===== src/rtl/spi_dep_pkg.sv =====
// Shared types and limits for the SPI word deserializer front-end.
package spi_dep_pkg;
    typedef enum logic {
        IDLE   = 1'b0,
        ACTIVE = 1'b1
    } state_e;

    localparam int SPI_MAX_WIDTH = 32;
endpackage


===== src/rtl/spi_dep_edge_detect.sv =====
// Registers a synchronized 1-bit signal and flags its rising/falling edges.
module spi_dep_edge_detect #(
    parameter logic RESET_VAL = 1'b0
) (
    input  logic clk,
    input  logic rst,
    input  logic sig,
    output logic rise,
    output logic fall
);
    logic sig_q;

    always_ff @(posedge clk or posedge rst) begin
        if (rst) sig_q <= RESET_VAL;
        else     sig_q <= sig;
    end

    assign rise = sig & ~sig_q;
    assign fall = ~sig & sig_q;
endmodule


===== src/rtl/spi_dep_spi_word_deserializer.sv =====
// SPI mode-0 target: deserializes MOSI into words (valid/ready) and serializes tx words onto MISO.
module spi_dep_spi_word_deserializer
    import spi_dep_pkg::*;
#(
    parameter int                    DATA_WIDTH = 8,
    parameter int                    MSB_FIRST  = 1,
    parameter logic [DATA_WIDTH-1:0] TX_IDLE    = '0
) (
    input  logic                  clk_i,
    input  logic                  reset_i,
    input  logic                  sck_i,
    input  logic                  cs_n_i,
    input  logic                  mosi_i,
    output logic                  miso_o,
    output logic [DATA_WIDTH-1:0] rx_data_o,
    output logic                  rx_valid_o,
    input  logic                  rx_ready_i,
    input  logic [DATA_WIDTH-1:0] tx_data_i,
    input  logic                  tx_valid_i,
    output logic                  tx_ready_o,
    output logic                  overrun_o,
    output logic                  frame_err_o
);
    localparam int CNT_W = $clog2(SPI_MAX_WIDTH) + 1;
    localparam logic [CNT_W-1:0] LAST_BIT = CNT_W'(DATA_WIDTH - 1);

    logic sck_rise, sck_fall, cs_rise, cs_fall;

    spi_dep_edge_detect #(.RESET_VAL(1'b0)) u_sck_edge (
        .clk  (clk_i),
        .rst  (reset_i),
        .sig  (sck_i),
        .rise (sck_rise),
        .fall (sck_fall)
    );

    spi_dep_edge_detect #(.RESET_VAL(1'b1)) u_cs_edge (
        .clk  (clk_i),
        .rst  (reset_i),
        .sig  (cs_n_i),
        .rise (cs_rise),
        .fall (cs_fall)
    );

    state_e                state, state_d;
    logic [CNT_W-1:0]      bit_cnt;
    logic                  word_done;
    logic [DATA_WIDTH-1:0] rx_shift, rx_next;
    logic [DATA_WIDTH-1:0] tx_shift, tx_word;
    logic                  load_tx, shift_tx, shift_rx, cnt_clr, frame_err_d;
    logic                  word_end, rx_accept;

    always_ff @(posedge clk_i or posedge reset_i) begin
        if (reset_i) state <= IDLE;
        else         state <= state_d;
    end

    always_comb begin
        state_d = state;
        case (state)
            IDLE:    if (cs_fall) state_d = ACTIVE;
            ACTIVE:  if (cs_rise) state_d = IDLE;
            default: state_d = IDLE;
        endcase
    end

    // Chip-select deassertion outranks any SCK edge seen in the same cycle.
    always_comb begin
        load_tx     = 1'b0;
        shift_tx    = 1'b0;
        shift_rx    = 1'b0;
        cnt_clr     = 1'b0;
        frame_err_d = 1'b0;
        case (state)
            IDLE: begin
                cnt_clr = 1'b1;
                load_tx = cs_fall;
            end
            ACTIVE: begin
                if (cs_rise) begin
                    cnt_clr     = 1'b1;
                    frame_err_d = (bit_cnt != '0);
                end else if (sck_rise) begin
                    shift_rx = 1'b1;
                end else if (sck_fall) begin
                    if (bit_cnt == '0 && word_done) load_tx  = 1'b1;
                    else                            shift_tx = 1'b1;
                end
            end
            default: cnt_clr = 1'b1;
        endcase
    end

    assign word_end  = shift_rx && (bit_cnt == LAST_BIT);
    assign rx_accept = !rx_valid_o || rx_ready_i;
    assign rx_next   = (MSB_FIRST != 0) ? {rx_shift[DATA_WIDTH-2:0], mosi_i}
                                        : {mosi_i, rx_shift[DATA_WIDTH-1:1]};
    assign tx_word   = tx_valid_i ? tx_data_i : TX_IDLE;

    always_ff @(posedge clk_i or posedge reset_i) begin
        if (reset_i) begin
            bit_cnt   <= '0;
            word_done <= 1'b0;
            rx_shift  <= '0;
        end else begin
            if (cnt_clr) begin
                bit_cnt   <= '0;
                word_done <= 1'b0;
            end else if (shift_rx) begin
                bit_cnt <= word_end ? '0 : bit_cnt + 1'b1;
                if (word_end) word_done <= 1'b1;
            end
            if (shift_rx) rx_shift <= rx_next;
        end
    end

    // Single holding register: a word arriving while the previous one is unclaimed is lost.
    always_ff @(posedge clk_i or posedge reset_i) begin
        if (reset_i) begin
            rx_data_o   <= '0;
            rx_valid_o  <= 1'b0;
            overrun_o   <= 1'b0;
            frame_err_o <= 1'b0;
        end else begin
            frame_err_o <= frame_err_d;
            if (word_end && rx_accept) begin
                rx_data_o  <= rx_next;
                rx_valid_o <= 1'b1;
            end else if (rx_valid_o && rx_ready_i) begin
                rx_valid_o <= 1'b0;
            end
            if (word_end && !rx_accept) overrun_o <= 1'b1;
        end
    end

    // MISO is updated on the load itself so the first bit is settled before the first SCK rise.
    always_ff @(posedge clk_i or posedge reset_i) begin
        if (reset_i) begin
            tx_shift   <= '0;
            miso_o     <= 1'b0;
            tx_ready_o <= 1'b0;
        end else begin
            tx_ready_o <= load_tx && tx_valid_i;
            if (load_tx) begin
                tx_shift <= tx_word;
                miso_o   <= (MSB_FIRST != 0) ? tx_word[DATA_WIDTH-1] : tx_word[0];
            end else if (shift_tx) begin
                if (MSB_FIRST != 0) begin
                    tx_shift <= {tx_shift[DATA_WIDTH-2:0], 1'b0};
                    miso_o   <= tx_shift[DATA_WIDTH-2];
                end else begin
                    tx_shift <= {1'b0, tx_shift[DATA_WIDTH-1:1]};
                    miso_o   <= tx_shift[1];
                end
            end
        end
    end
endmodule


===== config.mk =====
export PLATFORM = sky130hd
export DESIGN_NAME = spi_dep_spi_word_deserializer
export DESIGN_NICKNAME = d
export VERILOG_FILES = /design/src/rtl/spi_dep_pkg.sv /design/src/rtl/spi_dep_edge_detect.sv /design/src/rtl/spi_dep_spi_word_deserializer.sv
export SDC_FILE = /design/constraint.sdc
export NUM_CORES = 1
export LEC_CHECK = 0
export CAP_MARGIN = 10
export CORE_ASPECT_RATIO = 0.8
export CORE_MARGIN = 2
export CORE_UTILIZATION = 40
export DETAILED_ROUTE_END_ITERATION = 10
export HOLD_SLACK_MARGIN = 0.1
export PLACE_DENSITY = 0.71
export REMOVE_ABC_BUFFERS = 1
export SLEW_MARGIN = 20
export SYNTH_ARGS = -nofsm -noshare
export SYNTH_HDL_FRONTEND = slang
export SYNTH_HIERARCHICAL = 1
export SYNTH_SLANG_ARGS = --single-unit
export TNS_END_PERCENT = 10

===== constraint.sdc =====
create_clock -name clk_i -period 1.6 [get_ports clk_i]
set_input_delay 0.24 -clock clk_i [delete_from_list [all_inputs] [get_ports clk_i]]
set_output_delay 0.24 -clock clk_i [all_outputs]
set_load 0.02 [all_outputs]

# == After elaboration in Yosys (flattened, before gate mapping) ==
# Cells that the tools add are included.
# totals
ff_bits,37
word_cells,73
output_inout_bits,13
# classes
n_eq_ne,1
bitwise_logic,9
n_mux,33
n_addsub,1
n_reduce_logical,16
# op_table
operator,n
1-bit two-way mux,24
6-bit two-way mux,3
7-bit two-way mux,2
8-bit two-way mux,1
2-bit nonzero test,4
6-bit by 1-bit adder with 6-bit output (second input constant),1
6-bit by 3-bit == test with 1-bit output (second input constant),1
1-bit logical AND,6
6-bit logical NOT,1
1-bit case mux with 2 select lines,3
6-bit nonzero test,1
1-bit inverter,5
1-bit AND,4
1-bit logical NOT,2
2-bit AND reduction,1
1-bit logical OR,1

# == Depth between registers and ports, before layout ==
# logic_depth
ltp_word,9
mapped_depth,7
mapped_depth_nobuf,6

# == By module ==
# Netlist, hierarchy kept.
# by_module_without_submodules
module,n_inst,area_each_um2,seq_area_each_um2,cells_per_inst
spi_dep_spi_word_deserializer,1,1482.7,875.8,116
spi_dep_edge_detect (u_cs_edge),1,45.0,26.3,4
spi_dep_edge_detect (u_sck_edge),1,43.8,25.0,4

# == Worst setup path after synthesis ==
# No wires, ideal clock.
# synth_path
path_kind,register to register
start,register u_sck_edge.sig_q
end,register rx_data_o[0]
arrival_ns,1.574
path_stages_with_launch,8
setup_slack_ns,-0.099
setup_time_ns,0.125
synth_period_minus_slack_ns,1.699
path_buffers,2
cell_sequence,dfrtp_1 -> nor2b_1 -> buf_6 -> and3_1 -> nand3_1 -> nor2b_1 -> buf_2 -> mux2_2
# synth_between
elab_chain_cells,7
# synth_rtl
element,line_no,text
"start, declared",spi_dep_edge_detect.sv:11,logic sig_q;
"start signal, assigned",spi_dep_edge_detect.sv:15,else sig_q <= sig;
1-bit inverter,spi_dep_edge_detect.sv:18,assign rise = sig & ~sig_q;
1-bit AND,spi_dep_edge_detect.sv:18,
via sck_rise,spi_dep_spi_word_deserializer.sv:27,"logic sck_rise, sck_fall, cs_rise, cs_fall;"
1-bit two-way mux,spi_dep_spi_word_deserializer.sv:83,end else if (sck_rise) begin
1-bit two-way mux,spi_dep_spi_word_deserializer.sv:80,if (cs_rise) begin
1-bit two-way mux,spi_dep_spi_word_deserializer.sv:74,case (state)
1-bit logical AND,spi_dep_spi_word_deserializer.sv:94,assign word_end = shift_rx && (bit_cnt == LAST_BIT);
1-bit logical AND,spi_dep_spi_word_deserializer.sv:126,if (word_end && rx_accept) begin
"end signal, assigned",spi_dep_spi_word_deserializer.sv:127,rx_data_o <= rx_next;
"end, declared",spi_dep_spi_word_deserializer.sv:15,"output logic [DATA_WIDTH-1:0] rx_data_o,"
# The timed path passes the listed nets, and every way through them passes these cells.
# A chain may end at the register's enable or synchronous reset.

# == Worst setup path after layout ==
# layout_path
start,register u_cs_edge.sig_q
end,register miso_o
# layout_between
elab_chain_cells,5
word_cells_on_any_way,9
cone_classes,mux (5); bitwise (3); reduce/logical (1)
# layout_rtl
element,line_no,text
"start, declared",spi_dep_edge_detect.sv:11,
"start signal, assigned",spi_dep_edge_detect.sv:15,
1-bit inverter (*),spi_dep_edge_detect.sv:18,
1-bit AND (*),spi_dep_edge_detect.sv:18,
via cs_rise,spi_dep_spi_word_deserializer.sv:27,
1-bit two-way mux,spi_dep_spi_word_deserializer.sv:80,
1-bit case mux with 2 select lines or 1-bit two-way mux (tied branches),spi_dep_spi_word_deserializer.sv:74,
1-bit two-way mux or 2-bit nonzero test (tied branches),-,
"end signal, assigned",spi_dep_spi_word_deserializer.sv:146,miso_o <= (MSB_FIRST != 0) ? tx_word[DATA_WIDTH-1] : tx_word[0];
"end signal, assigned",spi_dep_spi_word_deserializer.sv:150,miso_o <= tx_shift[DATA_WIDTH-2];
"end signal, assigned",spi_dep_spi_word_deserializer.sv:153,miso_o <= tx_shift[1];
"end, declared",spi_dep_spi_word_deserializer.sv:14,"output logic miso_o,"
# The timed path passes the listed nets; every way through them passes the cells marked *.

==> metrics list <==
- EDFF count, synth: 0
- The netlist uses 28 different library cells.
* Max-slew violation total from the final report: 0
* Final-layout setup total negative slack: 0 ns
* Worst-Margin Slew: 0.277 ns
* Slowest cell on the critical path: sky130_fd_sc_hd__dfstp_2
* Drt drc: 0
* Share of the clock period used by the worst path: 99.0%
- The floorplan step defined a die boundary enclosing 0.00445 mm^2.
- Ranked by total cell area, the synthesized netlist is headed by sky130_fd_sc_hd__dfrtp_1 57%, sky130_fd_sc_hd__mux2_2 11%, sky130_fd_sc_hd__a22o_1 4.5%.
- The repair_antennas step left the layout with diodes totalling 0.
- Leakage power: 1.10 nW
* Largest net degree at the start of global routing: 36
- For this run, the post-layout net count is 191.
- Post-synth top flop: sky130_fd_sc_hd__dfrtp_1
* Number of cells produced by synthesis: 124
- Kind of capture point of the worst setup path: flip-flop
* Final critical delay including setup and external delays: 1.58 ns
- Detailed Routing Iterations Pass 1: 4
- The total overflow left after global routing is 0.
- CTS H-Tree Depth: 2
- Max-cap violations in this run came to 0.
- Deepest clock path buffer count: 2
* Post-layout instance count excluding filler cells: 230
* Clock-pin slew reported for the worst setup and hold paths after clock tree synthesis: 0.07 ns
- The later pin in the worst-skew pair is clocked with a latency of 0.28 ns.
- STA puts the critical path data arrival time at 1.76 ns.
- In this design, the stage delay of the slowest critical-path cell is 0.55 ns.
- Antenna violations before repair: 0
- After Yosys synthesis, XOR and XNOR cells account for 1.11% of the synthesized area.
- Sequence of cells on the critical path: nor2b_4 -> nand4bb_4 -> and2_4 -> buf_12 -> a22o_1 -> a21o_1
* Critical path type: reg2reg
* Required time of the critical path: 1.77 ns
- Buffers added on ports: 27
- The tree built by TritonCTS fans out to 37 sinks.
- Final Skew: 0.00322 ns
- Detailed routing inserted a total of 1087 vias.
- RePlAce Congestion: 0.782
- Setup repair after global routing could not meet its margin everywhere.
* Die Span Y: 60.1 um
- For this run, the total global-route usage over all layers was measured as 15.8%.
- Number of cell rows: 20
- The average instance in the mapped netlist occupies 12.7 um^2.
- In this run the power density over the cells is 908 mW/mm^2.
* Dominant combinational cell family by area after synthesis: simple AND/OR/NAND/NOR gates
- Num ports: 28
- Most numerous cell in the Yosys netlist: sky130_fd_sc_hd__dfrtp_1
- Compound-gate portion of the synthesized area: 11.5%
- Vias in the first global route: 1187
- Clock tree from TritonCTS: yes
- Min-delay worst type: in2async
- The Yosys step of the flow raised 6 warnings.
- Clock root cell: sky130_fd_sc_hd__clkbuf_8
- Die width: 74.1 um
- Total setup violations reported at the end of the flow: 0
- Initial Util: 41.6%
- sky130_fd_sc_hd__dfrtp_1 takes more of the synthesized area than any other cell.
- Post-detailed-route count of antenna-violating nets: 0
- Share of async-settable or async-resettable flops after synthesis: 100%
- Area of the placeable core: 0.00378 mm^2
* Crit path launch type: flip-flop
* FMAX: 631 MHz
- The portion of synthesized area spent on multiplexers is 11.4%.
- Layout overhead on the synthesized area: 43.0%
* Largest driver fanout on the critical path: 8
* Area of the mapped netlist: 0.00157 mm^2
- Dividing the detail-routed wire length by the instance count gives 13.7 um.
- Dividing the detail-routed via count by the number of cells gives 4.73.
- The number of hold violations in the final report was 0.
- Max transition margin: 81.5%
- Aggregate routed wire length: 3.16 mm
- The synthesized netlist devotes 12.2% of its cell area to simple gates.
- First-pass GRT wire length: 5.26 mm
* Estimated wirelength of the detail-placed design: 2.20 mm
- The run finished with clean final reports.
- Including well taps, the total number of placed cells is 221.
- Share of cells above drive strength 1: 32.6%
- The number of clock buffers added by TritonCTS is 5.
- DRC marker count from the first detailed-route iteration: 51
- Counting instances in the post-synthesis netlist gives the leading cell types as 36 x sky130_fd_sc_hd__dfrtp_1, 15 x sky130_fd_sc_hd__mux2_2, 11 x sky130_fd_sc_hd__nand2_1.
- Adder and majority cell fraction of the synthesized area: 1.59%
* Post-synth top area share: 57.3%
* Sequential share of the synthesized area: 59.0%
- In this run the critical register-to-register path is launched from u_cs_edge/sig_q.
* Worst vdd ir: 0.465 mV
* Critical path startpoint: u_cs_edge/sig_q
- The synthesized design contains 37 register bits.
[cells in the final DEF (no fill, tap or decap), types with 5 or more instances in the layout]
master                            instances
sky130_fd_sc_hd__clkbuf_8                 5
sky130_fd_sc_hd__buf_4                   14
sky130_fd_sc_hd__inv_1                    6
sky130_fd_sc_hd__a22o_1                   8
sky130_fd_sc_hd__mux2_4                   8
sky130_fd_sc_hd__dfrtp_1                 36
sky130_fd_sc_hd__mux2_2                   7
sky130_fd_sc_hd__a21o_1                   7
sky130_fd_sc_hd__nand2_1                 11
sky130_fd_sc_hd__clkdlybuf4s50_1         26
[report_power, final]
part | leakage [nW] | internal [mW] | switching [mW]
clock | 0.0439 | 0.300 | 0.314
sequential | 0.500 | 1.04 | 0.0770
combinational | 0.557 | 0.195 | 0.114
total | 1.10 | 1.54 | 0.505
[timing repair]
| item | in CTS | in global routing |
|---|---|---|
| endpoints found under the setup margin | 16 | 22 |
| pin swaps | 2 | 4 |
| hold buffers | 0 | 0 |
| buffers inserted | 0 | 1 |
| resized for setup | 17 | 8 |
[critical path: cells and delay by family (launching register included)]
| kind | cells | cell delay, ns |
|---|---|---|
| and+or+nand+nor | 3 | 0.41 |
| buffers and inverters | 1 | 0.13 |
| AOI/OAI and AO/OA | 2 | 0.38 |
| DFF | 1 | 0.55 |
[registers in the layout, summed over array words and instances (netlist names)]
name and cells:
state 1, word_done 1, rx_data_o 8, rx_shift 7, tx_shift 7, rx_valid_o 1
u_sck_edge/sig_q 1, bit_cnt 6, frame_err_o 1, u_cs_edge/sig_q 1, miso_o 1, overrun_o 1
tx_ready_o 1
[kinds of logic after synthesis]
logic type | after synthesis
AND/OR/NAND/NOR | 35
AO/OA/AOI/OAI | 23
flip-flops | 37
XOR/XNOR | 2
buffers and inverters | 9
multiplexers | 16
adder cells (fa/ha/maj) | 2
[final cells by class]
type                            count  area, um^2
Tap cell                           55        68.8
Inverter                            6        22.5
Timing Repair Buffer               46         457
Clock inverter                      3        17.5
Fill cell                         309        1530
Sequential cell                    37         927
Clock buffer                        5        68.8
Multi-Input combinational cell     78         686
[metal layers]
metal	up-vias	share of wire (%)	GRT usage [%]
li1	524	-	-
met1	526	44	19.4
met2	30	49	25.9
met3	7	5.7	5.06
met4	0	1.3	6.49
met5	-	0	0
[worst paths after layout]
kind / end / slack [ns] / cells after the start
max: miso_o / 0.02 / 6
min: u_sck_edge/sig_q / 0.16 / 2
max reg2reg: miso_o / 0.02 / 6
min reg2reg: overrun_o / 0.49 / 1
max in group asynchronous: rx_shift[5] / 1.07 / 3
min in group clk_i: u_sck_edge/sig_q / 0.25 / 1
[per-stage QoR]
| stage | util (%) | total power [mW] | setup slack [ns] | hold WS (ns) | instance area, um^2 |
|---|---|---|---|---|---|
| after floorplan | - | 1.27 | -0.398 | -0.0313 | 1540 |
| after global placement | 54.4 | 1.40 | -0.377 | 0.436 | 2060 |
| after detailed placement | 54.4 | 1.42 | -0.429 | 0.453 | 2060 |
| after CTS | 58.0 | 2.05 | -0.00834 | 0.149 | 2190 |
| after global routing | 59.5 | 2.16 | -0.0464 | 0.155 | 2250 |
| final | 59.5 | 2.04 | 0.0161 | 0.157 | 2250 |
(Power assumes the default switching activity.)
